--- src/rtl/morse_sequencer.sv ---
// morse_sequencer: serialises one International Morse letter (A-Z) on DotDashOut, one pattern bit per CLK_DIV-clock unit,
// with Start/Busy/Done handshake, optional repeat with GAP_UNITS of silence between copies, and Abort.
module morse_sequencer #(
    parameter int CLK_DIV   = 250,
    parameter int PAT_W     = 16,
    parameter int GAP_UNITS = 3
) (
    input  logic       ClockIn,
    input  logic       Reset,
    input  logic       Start,
    input  logic [4:0] Letter,
    input  logic       Repeat,
    input  logic       Abort,
    output logic       DotDashOut,
    output logic       Busy,
    output logic       Done
);
    localparam int DIV_W = $clog2(CLK_DIV);
    localparam int CNT_W = $clog2((GAP_UNITS > 13 ? GAP_UNITS : 13) + 1);

    typedef enum logic [1:0] {IDLE, SEND, GAP} state_t;

    state_t           state_q, state_d;
    logic [DIV_W-1:0] div_q, div_d;
    logic [CNT_W-1:0] cnt_q, cnt_d;
    logic [PAT_W-1:0] pat_q, pat_d;
    logic [4:0]       let_q, let_d;
    logic             rep_q, rep_d, done_q, done_d;
    logic [17:0]      ent;
    logic             tick, last;

    // {length, pattern right-justified in 13 bits}
    function automatic logic [17:0] morse(input logic [4:0] l);
        case (l)
            5'd0:  return {5'd5,  13'b10111};
            5'd1:  return {5'd9,  13'b111010101};
            5'd2:  return {5'd11, 13'b11101011101};
            5'd3:  return {5'd7,  13'b1110101};
            5'd4:  return {5'd1,  13'b1};
            5'd5:  return {5'd9,  13'b101011101};
            5'd6:  return {5'd9,  13'b111011101};
            5'd7:  return {5'd7,  13'b1010101};
            5'd8:  return {5'd3,  13'b101};
            5'd9:  return {5'd13, 13'b1011101110111};
            5'd10: return {5'd9,  13'b111010111};
            5'd11: return {5'd9,  13'b101110101};
            5'd12: return {5'd7,  13'b1110111};
            5'd13: return {5'd5,  13'b11101};
            5'd14: return {5'd11, 13'b11101110111};
            5'd15: return {5'd11, 13'b10111011101};
            5'd16: return {5'd13, 13'b1110111010111};
            5'd17: return {5'd7,  13'b1011101};
            5'd18: return {5'd5,  13'b10101};
            5'd19: return {5'd3,  13'b111};
            5'd20: return {5'd7,  13'b1010111};
            5'd21: return {5'd9,  13'b101010111};
            5'd22: return {5'd9,  13'b101110111};
            5'd23: return {5'd11, 13'b11101010111};
            5'd24: return {5'd13, 13'b1110101110111};
            5'd25: return {5'd11, 13'b11101110101};
            default: return '0;
        endcase
    endfunction

    function automatic logic [PAT_W-1:0] justify(input logic [17:0] e);
        return PAT_W'(e[12:0]) << (PAT_W - int'(e[17:13]));
    endfunction

    always_comb begin
        ent     = morse(state_q == IDLE ? Letter : let_q);
        tick    = div_q == DIV_W'(CLK_DIV - 1);
        last    = tick && cnt_q == CNT_W'(1);
        state_d = state_q;
        div_d   = (state_q == IDLE || tick) ? '0 : div_q + 1'b1;
        cnt_d   = tick ? cnt_q - 1'b1 : cnt_q;
        pat_d   = tick ? pat_q << 1 : pat_q;
        let_d   = let_q;
        rep_d   = rep_q;
        done_d  = 1'b0;
        if (Abort) begin
            state_d = IDLE;
            div_d   = '0;
            pat_d   = '0;
        end else if (state_q == IDLE) begin
            if (Start && Letter < 5'd26) begin
                state_d = SEND;
                cnt_d   = CNT_W'(ent[17:13]);
                pat_d   = justify(ent);
                let_d   = Letter;
                rep_d   = Repeat;
            end
        end else if (last && state_q == SEND && rep_q) begin
            state_d = GAP;
            cnt_d   = CNT_W'(GAP_UNITS);
            pat_d   = '0;
        end else if (last && state_q == GAP && Repeat) begin
            state_d = SEND;
            cnt_d   = CNT_W'(ent[17:13]);
            pat_d   = justify(ent);
        end else if (last) begin
            state_d = IDLE;
            pat_d   = '0;
            done_d  = 1'b1;
        end
    end

    always_ff @(posedge ClockIn) begin
        if (Reset) begin
            state_q <= IDLE;
            div_q   <= '0;
            cnt_q   <= '0;
            pat_q   <= '0;
            let_q   <= '0;
            rep_q   <= 1'b0;
            done_q  <= 1'b0;
        end else begin
            state_q <= state_d;
            div_q   <= div_d;
            cnt_q   <= cnt_d;
            pat_q   <= pat_d;
            let_q   <= let_d;
            rep_q   <= rep_d;
            done_q  <= done_d;
        end
    end

    assign DotDashOut = pat_q[PAT_W-1];
    assign Busy       = state_q != IDLE;
    assign Done       = done_q;
endmodule

--- config.mk ---
export PLATFORM = sky130hd
export DESIGN_NAME = morse_sequencer
export DESIGN_NICKNAME = d
export VERILOG_FILES = /design/src/rtl/morse_sequencer.sv
export SDC_FILE = /design/constraint.sdc
export NUM_CORES = 1
export LEC_CHECK = 0
export BUFFER_PORTS_ARGS = -buffer_cell sky130_fd_sc_hd__buf_2
export CAP_MARGIN = 20
export CORE_MARGIN = 2
export CORE_UTILIZATION = 45
export CTS_CLUSTER_DIAMETER = 40
export DETAILED_ROUTE_END_ITERATION = 8
export PLACE_DENSITY = 0.62
export SLEW_MARGIN = 0
export SYNTH_ARGS = -nofsm -noshare
export SYNTH_HDL_FRONTEND = slang
export SYNTH_SLANG_ARGS = --single-unit
--- constraint.sdc ---
create_clock -name ClockIn -period 10.95 [get_ports ClockIn]
set_input_delay 3.285 -clock ClockIn [delete_from_list [all_inputs] [get_ports ClockIn]]
set_output_delay 3.285 -clock ClockIn [all_outputs]
set_load 0.05 [all_outputs]
==> flow_summary.toml, run 1 <==
[status]
status = "finished clean"

[grt]
grt_first_pass_wirelength_um = 14400
grt_pass1_vias = 2918
antenna_found_initial = 0
grt_overflow = 0
grt_max_degree = 27
grt_use_total_pct = 23.5

[sta]
finalCritPeriodShare_pct = 62.0
fin_ws_ns = 4.16
slew_headroom_pct = 44.3
fin_skew_ns = 0.00657
hold_viol_final = 0
fin_setup_tns_ns = 0
max_freq_mhz = 147
min_period_ns = 6.79
report.final.slew_viol_count = 0
tightestPinTransition_ns = 0.830
rsz0062_at_grt = "no"
setup_violations = 0

[yosys]
synthTopCellsByArea = "dfxtp_1 23%, mux2i_1 5.7%, nand2_1 5.0%, ha_1 4.7%, a21oi_1 4.3%"
synth.distinct_cells = 73
synth_top_cell_area_share_pct = 23.4
avgSynthCellArea_um2 = 7.71
synth-edff-count = 0
synth_nets = 433
synth_top_area_cell = "dfxtp_1"
yosysSeqAreaShare_pct = 23.4
ys_warn_count = 0
syn_inst = 411
synth.most_common_cell = "nand2_1"
synthArstFlopShare_pct = 0
synth_area_um2 = 3170
ys_seq_elements = 37
synth_common_cells = "42 x nand2_1, 37 x dfxtp_1, 33 x nor2_1"
synth_ff_type = "dfxtp_1"

[setup_path]
critPathKind = "input pin to flop"
crit_chain = "buf_2 -> mux2i_1 -> ha_1 -> o211ai_1 -> a21oi_1 -> a31oi_1 -> ha_1 -> inv_1 -> o311ai_0 -> nor3_1 -> o211a_1 -> a311o_1"
cp-end-kind = "flop"
crit_top_cell = "ha_1"
crit_path_start_kind = "input pin"
cp.required_ns = 11.15
cpMaxStageDelayCell = "o311ai_0"
cp.arrival_ns = 6.99
cp_max_fo = 16
max_stage_delay_ns = 0.62

[floorplanning]
dieArea_um2 = 7720
fp.dieH_um = 87.9
num_io_pins = 13
initial_core_util_pct = 46.6
die_w_um = 87.9
core_area_um2 = 6790
rows = 30

[layout]
nFillCells = 665
nNetsFinal = 420
syn_to_final_growth_pct = 5.77
drive_gt1_share_pct = 9.52
postLayoutCoreUtil_pct = 49.3
antenna_cells = 0

[cts]
clock-sinks = 37
clockBufferDepth = 2
cts_setup_buffers = 0
cts_made_buffers = 5
hold_buffers = 0
htreeDepth = 2
clock_latency_ns = 0.31
cts_resized = 0
cts_tree = "built"
root_buffer = "clkbuf_8"
clk_pin_slew_ns = 0.09

[pwr]
p_int_uw = 276
net-switching-power_uw = 145
pwr-share-clk_pct = 35.7
p_per_area_nw_per_um2 = 126
combPwrFrac_pct = 29.9
seq_power_share_pct = 34.5
vdd_drop_max_v = 0.0000760
switching_share_pct = 34.4
p_leak_uw = 0.00116

[route]
vias_per_cell = 6.33
drt_iter0_markers = 341
wl_per_cell_um = 17.3
vias = 3135
routed_wl_um = 8550
drc = 0
first_pass_iters = 5
ant_nets = 0

[worst_hold_path]
hp-class = "flop to flop"

[job]
maxCapViolations = 0

[place]
gp_congestion = 0.998
pre_cts_slack_ns = 3.92
io_buffer_count = 12
hpwl_um = 6210
[cell type report]
class                      instances  area [um^2]  share of cell area, %
tap                               96          120                   3.59
inverter                          13         48.8                   1.46
clock inverter                     3         68.8                   2.05
sequential                        37          741                   22.1
timing repair buffer              13         67.6                   2.02
clock buffer                       5         68.8                   2.05
multi-input combinational        328         2230                   66.7
[final timing paths]
| kind | startpoint | cells past startpoint | endpoint | slack [ns] |
|---|---|---|---|---|
| setup reg to reg | state_q[0]$_SDFFE_PP0P_ | 12 | pat_q[14]$_SDFF_PP0_ | 5.84 |
| setup / recovery | Letter[0] | 12 | pat_q[14]$_SDFF_PP0_ | 4.16 |
| hold reg to reg | div_q[0]$_SDFF_PP0_ | 1 | div_q[0]$_SDFF_PP0_ | 0.48 |
| hold / removal | div_q[0]$_SDFF_PP0_ | 1 | div_q[0]$_SDFF_PP0_ | 0.48 |
[routing by layer]
| layer | share of wire, % | track usage, % | vias to the layer above |
|---|---|---|---|
| met5 | 0 | 0 | - |
| met4 | 2.4 | 8.95 | 0 |
| met3 | 6.6 | 4.62 | 22 |
| met2 | 43 | 34.8 | 124 |
| met1 | 48 | 33.6 | 1477 |
| li1 | - | - | 1512 |
[cells in the final DEF, fill, tap and decap left out, types with 3 or more instances in the layout]
cell type / count
buf_2: 12
mux2i_1: 18
a21o_1: 5
a31oi_1: 8
xor2_1: 6
nor3b_1: 4
o21a_1: 6
dfxtp_1: 37
nand4_1: 3
or3_1: 3
a22oi_1: 6
o31ai_1: 5
a211oi_1: 6
nor3_1: 7
inv_1: 12
nand2b_1: 3
nand3_1: 13
or4b_1: 4
and3_1: 3
o21ai_0: 13
o211a_1: 3
clkbuf_8: 5
nand2_1: 42
xnor2_1: 10
or2_2: 3
nor2_1: 33
o22ai_1: 5
a221oi_1: 5
and2_1: 7
o211ai_1: 12
ha_1: 12
a21oi_1: 27
or4_1: 3
o21ai_1: 5
or3b_4: 3
[state kept, by name, summed over array words and instances (netlist names)]
signal and cells:
rep_q 1, state_q 2, Done 1, let_q 5, pat_q 16, cnt_q 4
div_q 8
[cells by family (layout without fill, tap and decap cells)]
| family | Yosys count | count (layout) | share of synthesized area (%) |
|---|---|---|---|
| XOR/XNOR | 17 | 17 | 4.94 |
| buffers and inverters | 46 | 34 | 6.20 |
| flip-flops | 37 | 37 | 23.4 |
| AO/OA/AOI/OAI | 134 | 134 | 30.4 |
| AND/OR/NAND/NOR | 143 | 143 | 23.2 |
| adder cells (fa/ha/maj) | 12 | 12 | 4.74 |
| multiplexers | 22 | 22 | 7.11 |
[worst max-delay path, delay by kind of cell]
family / cells / cell delay, ns
AOI/OAI and AO/OA: 6 / 1.77
adders and majority gates: 2 / 0.86
buffers and inverters: 2 / 0.42
muxes: 1 / 0.56
and+or+nand+nor: 1 / 0.10
[stage by stage]
stage	instance area (um^2)	total power [uW]	instances	hold slack, ns
after floorplan	3170	244	411	0.433
after global placement	3210	272	487	0.452
after detailed placement	3210	271	487	0.471
after CTS	3350	420	495	0.491
after global routing	3350	441	495	0.501
final	3350	421	495	0.478
[power by group through the flow]
stage | logic [uW] | clock network, uW | registers, uW
2_1_floorplan | 98.5 | 0 | 146
3_3_place_gp | 124 | 0 | 148
3_5_place_dp | 122 | 0 | 148
4_1_cts | 123 | 151 | 145
5_1_grt | 137 | 157 | 146
6_report | 126 | 150 | 145
Power figures use the tool's default switching activity.
==> inputs of run 2 (changes only) <==
- PLACE_DENSITY: 0.62 -> 0.65
- clock period: 10.95 -> 5.6 ns (I/O delays scaled with it)
==> run 2 against run 1 <==
Net effect:
- first-iteration DRC count rose by 6.7%
- largest power group is now registers
- clock power rose by 33%
- non-clock buffer count rose by 4
- sequential power rose by 96%
- worst setup slack got worse by 3.3 ns
- register-to-register slack got worse by 4.6 ns
- critical path type unchanged
- total power rose by 74%
- clock skew rose by 0.0026 ns
- critical path depth did not move
==> flow_summary.toml, run 2 (same netlist as run 1, synthesis figures left out) <==
[cts]
clockBufferDepth = 2
htreeDepth = 2
clk_pin_slew_ns = 0.08
clock-sinks = 37
hold_buffers = 0
cts_made_buffers = 5
clock_latency_ns = 0.29
cts_resized = 0
cts_tree = "built"
cts_setup_buffers = 0
root_buffer = "clkbuf_8"

[status]
status = "finished clean"

[place]
io_buffer_count = 12
gp_congestion = 0.934
hpwl_um = 6480
pre_cts_slack_ns = 0.575

[grt]
grt_overflow = 0
antenna_found_initial = 0
grt_use_total_pct = 24.0
grt_pass1_vias = 2879
grt_max_degree = 27
grt_first_pass_wirelength_um = 14700

[layout]
antenna_cells = 0
drive_gt1_share_pct = 10.4
largest_register_ffs = 16
regMostFlops = "pat_q"
layout_commonest_cell = "nand2_1"
postLayoutCoreUtil_pct = 49.1
reg_top3 = "pat_q (16), div_q (8), let_q (5)"
nNetsFinal = 424
syn_to_final_growth_pct = 5.41
final_cell_mix = "42 x nand2_1, 37 x dfxtp_1, 33 x nor2_1, 27 x a21oi_1, 18 x mux2i_1"

[setup_path]
critPathKind = "input pin to flop"
max_stage_delay_ns = 0.61
crit_path_start_kind = "input pin"
r2r-start = "state_q[0]$_SDFFE_PP0P_"
crit_chain = "buf_2 -> or4b_1 -> o21ai_1 -> nand2_1 -> a21oi_1 -> a31oi_1 -> ha_1 -> inv_1 -> o311ai_0 -> nor3_1 -> o211a_1 -> a311o_1"
cp.arrival_ns = 4.96
ff2ff_path_depth = 13
cp-end-kind = "flop"
cp_max_fo = 17
cp.required_ns = 5.78
endpoint = "pat_q[14]$_SDFF_PP0_"
r2r_end = "pat_q[14]$_SDFF_PP0_"
r2r_slack_ns = 1.25
cpMaxStageDelayCell = "ha_1"
cp-startpoint = "Letter[2]"

[sta]
finalCritPeriodShare_pct = 85.2
rsz0062_at_grt = "no"
min_period_ns = 4.77
setup_violations = 0
slew_headroom_pct = 39.6
hold-worst-slack_ns = 0.472
fin_skew_ns = 0.00915
fin_ws_ns = 0.829
hold_viol_final = 0
report.final.slew_viol_count = 0
max_freq_mhz = 210
fin_setup_tns_ns = 0
tightestPinTransition_ns = 0.899

[worst_hold_path]
hp-class = "flop to flop"

[pwr]
p_leak_uw = 0.00116
combPwrFrac_pct = 34.2
power.total_uw = 735
switching_share_pct = 36.7
pwr-share-clk_pct = 27.2
seq_power_share_pct = 38.6
p_int_uw = 465
net-switching-power_uw = 270
p_per_area_nw_per_um2 = 220
vdd_drop_max_v = 0.000121

[route]
routed_wl_um = 8700
ant_nets = 0
wl_per_cell_um = 17.4
first_pass_iters = 6
vias = 3096
drt_iter0_markers = 364
drc = 0
vias_per_cell = 6.20

[floorplanning]
rows = 30
fp.dieH_um = 87.9
die_w_um = 87.9
num_io_pins = 13
dieArea_um2 = 7720
initial_core_util_pct = 46.6
core_area_um2 = 6790

[job]
maxCapViolations = 0
run 2: cell count changes in the layout (fill, tap and decap cells not counted), sizes merged:
cell / previous run / this run
clkinv: 0 / 2
buf: 13 / 17
bufinv: 2 / 0
clkbuf: 5 / 6
inv: 14 / 13
run 2: critical path: cells and delay by family:
| kind | cells | cell delay (ns) |
|---|---|---|
| simple gates | 3 | 0.79 |
| compound gates | 6 | 1.57 |
| buf+inv | 2 | 0.30 |
| fa+ha+maj | 1 | 0.61 |
run 2: power by group through the flow:
stage                     Combinational (uW)  Clock (uW)  Sequential (uW)
after floorplan                          193           0              285
after global placement                   245           0              289
after detailed placement                 245           0              290
after CTS                                246         204              284
after global routing                     276         218              286
final                                    251         200              284
run 2: how the worst min path moves through the flow:
| stage | startpoint | end | slack (ns) | cells after the start |
|---|---|---|---|---|
| detailed placement | div_q[0]$_SDFF_PP0_ | div_q[0]$_SDFF_PP0_ | 0.46 | 1 |
| floorplan | div_q[0]$_SDFF_PP0_ | div_q[0]$_SDFF_PP0_ | 0.43 | 1 |
| CTS | div_q[0]$_SDFF_PP0_ | div_q[0]$_SDFF_PP0_ | 0.47 | 1 |
| global placement | div_q[0]$_SDFF_PP0_ | div_q[0]$_SDFF_PP0_ | 0.45 | 1 |
| global route | div_q[0]$_SDFF_PP0_ | div_q[0]$_SDFF_PP0_ | 0.49 | 1 |
| finish | div_q[0]$_SDFF_PP0_ | div_q[0]$_SDFF_PP0_ | 0.47 | 1 |
run 2: final cells by class:
cell class / count / area [um^2]
fillers: 671 / 3460
multi-input cells: 328 / 2230
flip-flops and latches: 37 / 741
well taps: 96 / 120
repair buffers: 17 / 97.6
clock buffers: 6 / 82.6
inverters: 13 / 48.8
clock inverters: 2 / 13.8
run 2: routing by layer:
layer	vias up	track usage [%]	wire, um
li1	1514	-	-
met3	14	2.92	588
met4	0	4.34	93
met2	119	38.5	3900
met5	-	0	0
met1	1449	34.7	4110
run 2: per-stage QoR:
stage          area [um^2]  cells
2_1_floorplan         3170    411
6_report              3340    499
3_5_place_dp          3240    491
4_1_cts               3340    499
5_1_grt               3340    499
3_3_place_gp          3240    491
